===== src/rtl/mux_pkg.sv =====
// Shared constants and parameter sanity helper for the m:1 mux and its
// serial-to-parallel partner, demux_deser.
package mux_pkg;

    localparam int MUX_N = 3;
    localparam int MUX_M = 8;

    // True when the slot count m is exactly 2**n, so an n-bit select
    // addresses every slot with no unused codes.
    function automatic bit slots_match(input int n, input int m);
        return (n > 0) && (n < 31) && (m == (1 << n));
    endfunction

endpackage


===== src/rtl/demux_deser_slot_counter.sv =====
// Mod-m up counter producing a slot select. Also intended to drive the mux
// select of a future serializer.
module slot_counter
    import mux_pkg::*;
#(
    parameter int n = MUX_N,
    parameter int m = MUX_M
) (
    input  logic         clk,
    input  logic         rst,
    input  logic         clr,
    input  logic         inc,
    output logic [n-1:0] sel,
    output logic         last
);

    localparam logic [n-1:0] LAST_SLOT = n'(m - 1);

    logic [n-1:0] sel_reg;

    // Count accepted items, wrapping from the last slot back to zero; clr wins over inc.
    always_ff @(posedge clk) begin
        if (rst || clr) begin
            sel_reg <= '0;
        end else if (inc) begin
            sel_reg <= (sel_reg == LAST_SLOT) ? '0 : sel_reg + 1'b1;
        end
    end

    assign sel  = sel_reg;
    assign last = (sel_reg == LAST_SLOT);

endmodule


===== src/rtl/demux_deser.sv =====
// Serial-to-parallel demux: steers one bit per cycle into slot sel and
// presents each completed m-bit word on a valid/ready output. Bit k of the
// word is the k-th bit received, so an m:1 mux with select k recovers it.
module demux_deser
    import mux_pkg::*;
#(
    parameter int n = MUX_N,
    parameter int m = MUX_M
) (
    input  logic         clk,
    input  logic         rst,
    input  logic         clr,
    input  logic         in_bit,
    input  logic         in_valid,
    output logic         in_ready,
    output logic [n-1:0] sel,
    output logic [m-1:0] out,
    output logic         out_valid,
    input  logic         out_ready
);

    if (!slots_match(n, m)) begin : g_bad_params
        $fatal(1, "demux_deser: m (%0d) must equal 2**n (n = %0d)", m, n);
    end

    logic         last;
    logic         acc;
    logic         load;
    logic         consume;
    logic [m-2:0] assembly;
    logic [m-1:0] out_reg;
    logic         out_valid_reg;

    // Only the final bit of a word can collide with an unconsumed word, so
    // the stall is confined to the last slot. No path from in_valid.
    assign in_ready = !(last && out_valid_reg && !out_ready);
    assign acc      = in_valid && in_ready;
    assign load     = acc && last && !clr;
    assign consume  = out_valid_reg && out_ready;

    slot_counter #(
        .n(n),
        .m(m)
    ) u_slot_counter (
        .clk (clk),
        .rst (rst),
        .clr (clr),
        .inc (acc),
        .sel (sel),
        .last(last)
    );

    // The last slot is never stored: its bit goes straight into the output
    // word, so only m-1 assembly bits exist.
    for (genvar gi = 0; gi < m - 1; gi++) begin : g_slot
        localparam logic [n-1:0] SLOT = n'(gi);
        logic bit_reg;

        // Capture the incoming bit when it targets this slot; clear on abort or word completion.
        always_ff @(posedge clk) begin
            if (rst || clr || load) begin
                bit_reg <= 1'b0;
            end else if (acc && (sel == SLOT)) begin
                bit_reg <= in_bit;
            end
        end

        assign assembly[gi] = bit_reg;
    end

    // Output word register: a new load takes precedence over consumption so
    // back-to-back words keep out_valid high; out is held after consumption.
    always_ff @(posedge clk) begin
        if (rst) begin
            out_reg       <= '0;
            out_valid_reg <= 1'b0;
        end else if (load) begin
            out_reg       <= {in_bit, assembly};
            out_valid_reg <= 1'b1;
        end else if (consume) begin
            out_valid_reg <= 1'b0;
        end
    end

    assign out       = out_reg;
    assign out_valid = out_valid_reg;

endmodule


===== config.mk =====
export PLATFORM = sky130hd
export DESIGN_NAME = demux_deser
export DESIGN_NICKNAME = d
export VERILOG_FILES = /design/src/rtl/mux_pkg.sv /design/src/rtl/demux_deser_slot_counter.sv /design/src/rtl/demux_deser.sv
export SDC_FILE = /design/constraint.sdc
export NUM_CORES = 1
export LEC_CHECK = 0
export BUFFER_PORTS_ARGS = -buffer_cell sky130_fd_sc_hd__buf_2
export CORE_UTILIZATION = 55
export CTS_BUF_LIST = sky130_fd_sc_hd__clkbuf_4 sky130_fd_sc_hd__clkbuf_8
export CTS_CLUSTER_SIZE = 12
export DETAILED_ROUTE_END_ITERATION = 6
export PLACE_DENSITY = 0.8
export SYNTH_ARGS = -nofsm -noshare
export SYNTH_HDL_FRONTEND = slang
export SYNTH_HIERARCHICAL = 1
export SYNTH_SLANG_ARGS = --single-unit

===== constraint.sdc =====
create_clock -name clk -period 1.9 [get_ports clk]
set_input_delay 0.38 -clock clk [delete_from_list [all_inputs] [get_ports clk]]
set_output_delay 0.38 -clock clk [all_outputs]
set_load 0.1 [all_outputs]

==> results.md, run 1 <==
Final layout:
- Leaving out fill and tap cells, the most frequent cells in the layout are sky130_fd_sc_hd__nand2b_1 (18), sky130_fd_sc_hd__buf_2 (17), sky130_fd_sc_hd__mux2i_1 (16).
- Once layout is complete, the cells apart from fillers number around 130.
- The area growth from synthesis to layout is 19.6%.
- Measured on the finished design, the core utilization comes to between 70% and 80%.
- Cells with a size suffix above 1 make up a little over a third of the layout.
- The total of fill cells in the finished design is between 100 and 150.
- The final layout contains approximately 120 nets.
- Leaving out fill and tap cells, the most frequent cell in the layout is sky130_fd_sc_hd__nand2b_1.
- The number of antenna diodes in the final layout is 0.
- The flip-flop count of the largest register, all copies and words added is 8.

Critical path:
- Data on the critical path is required at its endpoint by about 1.5 ns.
- Among cell families on the critical path, the largest total delay comes from flip-flops.
- In this run the worst path has a maximum fanout of 9.
- In this run the register-to-register setup slack is ~0.23 ns.
- The most repeated library cell on the critical path is sky130_fd_sc_hd__ha_4.
- STA classifies the critical path startpoint as a register.
- The largest incremental delay on the critical path is 0.41 ns.
- The logic depth of the worst register-to-register path is 6.
- The worst setup path is captured at a primary output.
- The startpoint of the lowest-slack register-to-register path is u_slot_counter/sel[1].
- The first element of the critical path is u_slot_counter/sel[1].
- The worst-path cell with the longest stage delay is sky130_fd_sc_hd__dfxtp_4.
- The data arrival time at the worst-slack endpoint is ~1.4 ns.
- The sum of buffers and inverters on the critical path is 1.
- In this run the worst setup path terminates at in_ready.
- The worst setup path category is reg -> out.
- Traced cell by cell, the critical path runs through ha_4 > ha_4 > nand3b_4 > buf_12.
- Counting buffers and inverters, the worst setup path is 4 cells deep.
- The end of the worst register-to-register path is u_slot_counter/sel[0].

Power:
- Summing internal, switching and leakage power gives around 680 uW.
- In this run the power density over the cells is about 600 nW/um^2.
- The worst-case IR drop observed on VDD is about 0.0004 V.
- The leakage power is around 0.48 nW.

Clock network:
- The number of setup buffers added after CTS is 0.
- Counting every sink on the clock net gives 19.
- The number of buffers inserted for hold repair after clock tree synthesis is 0.
- The clock insertion delay at the later pin of the skew report is approximately 0.3 ns.
- The maximum root-to-sink buffer count is 2.
- In this run the number of H-tree levels came out at 1.
- The CTS tree is built.
- Clock tree synthesis inserted a total of 3 buffers.
- Gates resized during post-CTS repair numbered 0.
- Clock-pin slew was measured on the worst setup and hold paths at roughly 0.1 ns.
- The cell at the root of the clock tree is sky130_fd_sc_hd__clkbuf_4.

Die:
- The initial utilization of the core area, before any placement, comes to about three fifths.
- The horizontal die dimension is 43.4 um.
- The row count is 14.
- The die footprint is between 1500 and 2000 um^2.
- The number of top-level design ports is 19.
- The height of the die is between 40 and 50 um.
- The core area is roughly 1600 um^2.

Synth:
- The number of nets handed over by synthesis was 97.
- The register bit count reported by yosys is 19.
- Yosys mapped a number of flops with a built-in enable equal to 0.
- Yosys printed 6 warnings.
- The synthesized instance count is roughly 90.
- After synthesis, the share of flip-flops with an asynchronous set or reset is 0%.
- The summed instance area of the synthesized netlist is 945 um^2.
- In this run, distinct cell masters in the synthesized netlist total 25.
- The dominant register cell in the synthesized netlist is sky130_fd_sc_hd__dfxtp_1.
- For this run, the register share of the synthesized area comes to just over 40%.
- The average footprint of a synthesized cell is approximately 11 um^2.

Place:
- Port buffering added 18 buffers.
- The congestion estimate from routability-driven global placement came to roughly 0.79.
- After legalization and detailed placement, the total HPWL measured approximately 1.4 mm.
- The worst setup timing slack at the placement stage is roughly 0.27 ns.
- The cell count after placement is around 120.

Global routing:
- The wire length of the first global-routing pass is ~3.1 mm.
- The total global-route track usage is a little under a quarter.
- The via count of the first global-routing pass is slightly below 700.
- The initial antenna violation count is 0.
- The maximum number of pins on one net before global-route repair is 22.
- The sum of overflow across all layers after global routing is 0.

STA:
- Setup repair after global routing left no endpoint under its margin.
- For the final database, setup skew stands at around 0.0023 ns.
- The count of final max-slew check failures is 0.
- The share of the cycle needed by the critical path after routing is between 90% and 100%.
- The setup violation total in the final timing report is 0.
- The routed design could run at a clock period as short as between 1.5 and 2 ns.
- On the final layout, the worst hold slack is 0.351 ns.
- The transition at the pin with the smallest max-transition slack is between 0.4 and 0.5 ns.
- Headroom to the max-slew limit came out at ~68%.
- The number of hold violations in the final report is 0.
- The post-layout worst setup margin is 0.161 ns.
- Based on the critical path, the design can be clocked at up to about 0.57 GHz.

Job:
- The reported max-cap violation count is 0.

Drt:
- The starting DRC count in detailed routing is 11.
- The wire length per cell is 15.0 um.
- After detailed routing, the number of vias per cell comes to roughly 5.8.
- In this run the remaining antenna-violating nets after routing total 0.
- After detailed routing, the number of remaining DRC violations is 2.
- The first detailed-routing pass took 6 iterations.
- The final wirelength is about 1.9 mm.
- The final route contains a little over 700 vias.

Min path:
- The tightest min-delay check is of the in -> reg type.

Run status:
- The checks that failed: design-rule violations.
- The run finished, with violations left.
==> Yosys cell counts, types with 2 or more instances <==
| cell | instances | area, um^2 |
|---|---|---|
| sky130_fd_sc_hd__buf_6 | 2 | 22.5 |
| sky130_fd_sc_hd__dfxtp_1 | 19 | 380 |
| sky130_fd_sc_hd__ha_1 | 2 | 25.0 |
| sky130_fd_sc_hd__mux2i_1 | 16 | 160 |
| sky130_fd_sc_hd__nand2b_1 | 18 | 113 |
| sky130_fd_sc_hd__nand3_1 | 3 | 15.0 |
| sky130_fd_sc_hd__nand4_1 | 4 | 25.0 |
| sky130_fd_sc_hd__nor2b_1 | 2 | 12.5 |
| sky130_fd_sc_hd__o211ai_1 | 7 | 52.6 |
==> power breakdown <==
part | switching, mW | internal (mW) | total, mW
registers | 0.00348 | 0.397 | 0.400
logic | 0.0341 | 0.0216 | 0.0557
clock network | 0.123 | 0.0962 | 0.220
==> metrics by stage <==
stage	TNS [ns]	cell area, um^2
global route	0	1130
detailed placement	0	1100
floorplan	-0.0552	993
CTS	0	1130
global placement	0	1100
finish	0	1130
==> layout make-up <==
cell class / count / area (um^2) / area share (%)
well taps: 16 / 20.0 / 1.77
multi-input cells: 67 / 574 / 50.8
repair buffers: 19 / 113 / 9.97
flip-flops and latches: 19 / 393 / 34.8
clock buffers: 4 / 30.0 / 2.66
==> logic make-up after synthesis <==
logic type | after synthesis | synth area share (%)
adders and majority gates | 2 | 2.65
and+or+nand+nor | 38 | 27.3
muxes | 16 | 17.0
AOI/OAI and AO/OA | 11 | 10.1
buffers and inverters | 3 | 2.78
DFF | 19 | 40.3
==> how the worst min path moves through the flow <==
stage                      start                     to  slack, ns  depth (start not counted)
after detailed placement  out[3]                 out[3]       0.46                          2
after global routing         clr  u_slot_counter/sel[0]       0.36                          2
after floorplan              rst  u_slot_counter/sel[0]       0.44                          1
after global placement    out[5]                 out[5]       0.46                          2
after CTS                    clr  u_slot_counter/sel[0]       0.35                          2
final                        clr  u_slot_counter/sel[0]       0.35                          2
==> layer usage <==
layer	share of wire (%)	global-route usage, %	up-vias
met1	48	28.6	342
met3	2.5	3.75	4
met2	48	37.0	16
met4	1.9	11.3	0
li1	-	-	362
met5	0	0	-
(Power assumes the default switching activity.)
==> inputs of run 2 (changes only) <==
==> constraint.sdc (replaced) <==
create_clock -name clk -period 1.82 [get_ports clk]
set_input_delay 0.546 -clock clk [delete_from_list [all_inputs] [get_ports clk]]
set_output_delay 0.546 -clock clk [all_outputs]
set_load 0.1 [all_outputs]
==> run 2 against run 1 <==
  * The run still ends with design-rule violations left
  * Final area increased by 4.7%
  * First-iteration DRC count decreased by 27%
  * Via count increased by 5.1%
  * Die area unchanged
  * Final cell count increased by 5.6%
  * Utilization increased by 3.4 points
  * Non-clock buffer count increased by 7
  * Global-route usage increased by 1.6 points
  * Worst setup slack got worse by 0.13 ns
  * Total power increased by 3.4%
  * Register-to-register slack got worse by 0.17 ns
  * Routed wire length decreased by 1.5%
  * Largest cell class unchanged
  * Largest power group unchanged
==> results.md, run 2 (synthesis results as in run 1) <==
Run status:
- Result of the run: finished, violations left (unchanged).
- Violated checks: design-rule violations (unchanged).

Final layout:
- Most frequent cells in the layout: sky130_fd_sc_hd__nand2b_1 (18), sky130_fd_sc_hd__mux2i_1 (16), sky130_fd_sc_hd__buf_2 (16) (was sky130_fd_sc_hd__nand2b_1 (18), sky130_fd_sc_hd__buf_2 (17), sky130_fd_sc_hd__mux2i_1 (16)).
- The flip-flop count of the largest register, all copies and words added was 8 (unchanged).
- The total of fill cells in the finished design came to 121 (was 124).
- The proportion of layout cells with a drive suffix above 1 was 38.8% (was 34.9%).
- The most common cell after layout, fill and taps aside is sky130_fd_sc_hd__nand2b_1 (unchanged).
- The final standard cell count with taps included and fillers excluded was 132 (was 125).
- The number of nets in the layout is 125 (was 118).
- The number of antenna repair diodes is 0 (unchanged).
- The relative area change from synthesis to final layout is 25.2% (was 19.6%).

Power:
- The leakage power was 0.516 nW (was 0.481 nW).
- The part of the power in the clock network is 31.3% (was 32.5%).
- The final total power is 699 uW (was 676 uW).
- The total power per unit cell area was 591 nW/um^2 (was 598 nW/um^2).
- The switching power total is 176 uW (was 161 uW).
- The cell-internal power is 523 uW (was 515 uW).
- The maximum vdd drop is 0.000505 V (was 0.000388 V).
- The fraction of power spent switching nets is 25.2% (was 23.8%).
- The power share of the combinational group came to 9.1% (was 8.2%).
- The sequential group share of total power is 59.6% (was 59.3%).

Place:
- The last weighted congestion value of the routability-driven placer is 0.776 (was 0.788).
- The post-DP HPWL is 1.33 mm (was 1.37 mm).
- The cell count after placement was 122 (was 121).
- The worst setup timing slack at the placement stage came to 0.112 ns (was 0.265 ns).
- The count of buffers from port buffering is 18 (unchanged).

STA:
- After layout, the minimum clock period comes to 1.79 ns.
- The maximum operating frequency is approximately 0.56 GHz.
- The transition at the pin with the smallest max-transition slack came to 0.485 ns (was 0.491 ns).
- The setup TNS is 0 ns (unchanged).
- Setup repair after global routing missed its margin: true (was false).
- The worst relative slew slack is 67.9% (was 67.5%).
- The post-layout worst setup margin was 0.0265 ns (was 0.161 ns).
- The number of hold violations in the final report is 0 (unchanged).
- The share of the cycle needed by the critical path after routing is between 90% and 100%.
- The count of final max-slew check failures was 0 (unchanged).
- The worst-case clock skew is 0.00523 ns (was 0.00233 ns).
- The setup violation total in the final timing report is 0 (unchanged).

Die:
- The initial core utilization came to 60.6% (unchanged).
- The row count is 14 (unchanged).
- The die footprint was 1890 um^2 (unchanged).
- The number of top-level design ports is 19 (unchanged).
- The core area is 1560 um^2 (unchanged).
- The height of the die is 43.4 um (unchanged).
- The horizontal die dimension is 43.4 um (unchanged).

Clock network:
- The CTS clock-pin slew for the worst setup and hold paths is 0.11 ns (was 0.10 ns).
- The total number of H-tree levels is 1 (unchanged).
- The maximum root-to-sink buffer count came to 2 (unchanged).
- The cell at the root of the clock tree is sky130_fd_sc_hd__clkbuf_4 (unchanged).
- The CTS tree is built (unchanged).
- The CTS buffer count is 3 (unchanged).
- The clock insertion delay at the later pin of the skew report is 0.31 ns (was 0.30 ns).
- The number of buffers inserted for hold repair after clock tree synthesis is 0 (unchanged).
- The count of clock tree sinks is 19 (unchanged).

Drt:
- The post-detailed-route via-to-cell ratio is 5.77 (was 5.79).
- The wire length per cell came to 14.0 um (was 15.0 um).
- The starting DRC count in detailed routing is 8 (was 11).
- The residual antenna-violating net count after detailed routing is 0 (unchanged).
- The count of TritonRoute iterations in the first routing pass is 5 (was 6).
- The count of unresolved DRC violations after routing is 3 (was 2).
- The via total after detailed routing is 761 (was 724).
- The final wirelength is 1.84 mm (was 1.87 mm).

Critical path:
- The data arrival time at the worst-slack endpoint came to 1.25 ns (was 1.36 ns).
- The worst setup path category was reg -> out (unchanged).
- The kind of start point of the critical path is a register (unchanged).
- The required time at the endpoint of the critical path came to 1.27 ns (was 1.52 ns).
- The maximum fanout along the worst path is 2 (was 9).
- The type of element capturing the critical path is a primary output (unchanged).

Global routing:
- The maximum number of pins on one net before global-route repair is 22 (unchanged).
- The initial antenna violation count is 0 (unchanged).
- The sum of overflow across all layers after global routing is 0 (unchanged).
- The via count of the first global-routing pass came to 786 (was 676).
- The total global-route track usage came to 24.1% (was 22.5%).
- The wire length of the first global-routing pass came to 3.37 mm (was 3.06 mm).

Job:
- The reported max-cap violation count is 0 (unchanged).

Min path:
- The class of the tightest hold or removal check is reg -> reg (was in -> reg).
-- run 2: changes by cell type in the layout (fill, tap and decap cells not counted) --
cell	delta
sky130_fd_sc_hd__clkinv_2	+1
sky130_fd_sc_hd__buf_4	+7
sky130_fd_sc_hd__buf_2	-1
-- run 2: final cells by class --
class	instances	area, um^2	share of cell area (%)
Clock buffer	3	22.5	1.90
Clock inverter	1	5.00	0.423
Multi-Input combinational cell	67	574	48.6
Sequential cell	19	393	33.2
Tap cell	16	20.0	1.69
Timing Repair Buffer	26	168	14.2
-- run 2: per-layer routing --
layer / vias to the layer above / share of wire [%] / GRT usage, %
met3: 5 / 3.2 / 7.50
met4: 0 / 1.6 / 6.25
li1: 381 / - / -
met5: - / 0 / 0
met1: 360 / 44 / 28.7
met2: 15 / 52 / 42.1
-- run 2: worst paths after layout --
kind	endpoint	cells past startpoint	from	slack, ns
worst min-delay path	out[3]	2	out[3]	0.47
worst max-delay path	in_ready	4	u_slot_counter/sel[0]	0.03
worst max register to register	u_slot_counter/sel[0]	7	u_slot_counter/sel[0]	0.06
worst min register to register	out[3]	2	out[3]	0.47
-- run 2: power by group through the flow --
stage               Combinational [mW]  Clock [mW]  Sequential [mW]
finish                          0.0637       0.218            0.416
global placement                0.0550           0            0.427
CTS                             0.0640       0.227            0.416
detailed placement              0.0573           0            0.428
global route                    0.0694       0.244            0.417
floorplan                       0.0277           0            0.437
-- run 2: critical path: stages (launching register included) --
cell,delay [ns]
sky130_fd_sc_hd__dfxtp_4,0.37
sky130_fd_sc_hd__ha_4,0.15
sky130_fd_sc_hd__ha_4,0.16
sky130_fd_sc_hd__nand3b_4,0.09
sky130_fd_sc_hd__buf_12,0.17
-- run 2: metrics by stage --
| step | hold WS, ns | instance area (um^2) | util (%) |
|---|---|---|---|
| final | 0.474 | 1180 | 75.8 |
| after global routing | 0.503 | 1180 | 75.8 |
| after CTS | 0.481 | 1180 | 75.7 |
| after detailed placement | 0.465 | 1110 | 71.0 |
| after global placement | 0.455 | 1110 | 71.0 |
| after floorplan | 0.452 | 993 | - |
-- run 2: what timing repair did --
action,in CTS,in global routing
setup buffers,6,0
endpoints found under the setup margin,1,2
cloned,0,0
resized for setup,0,1
endpoints found under the hold margin,0,0
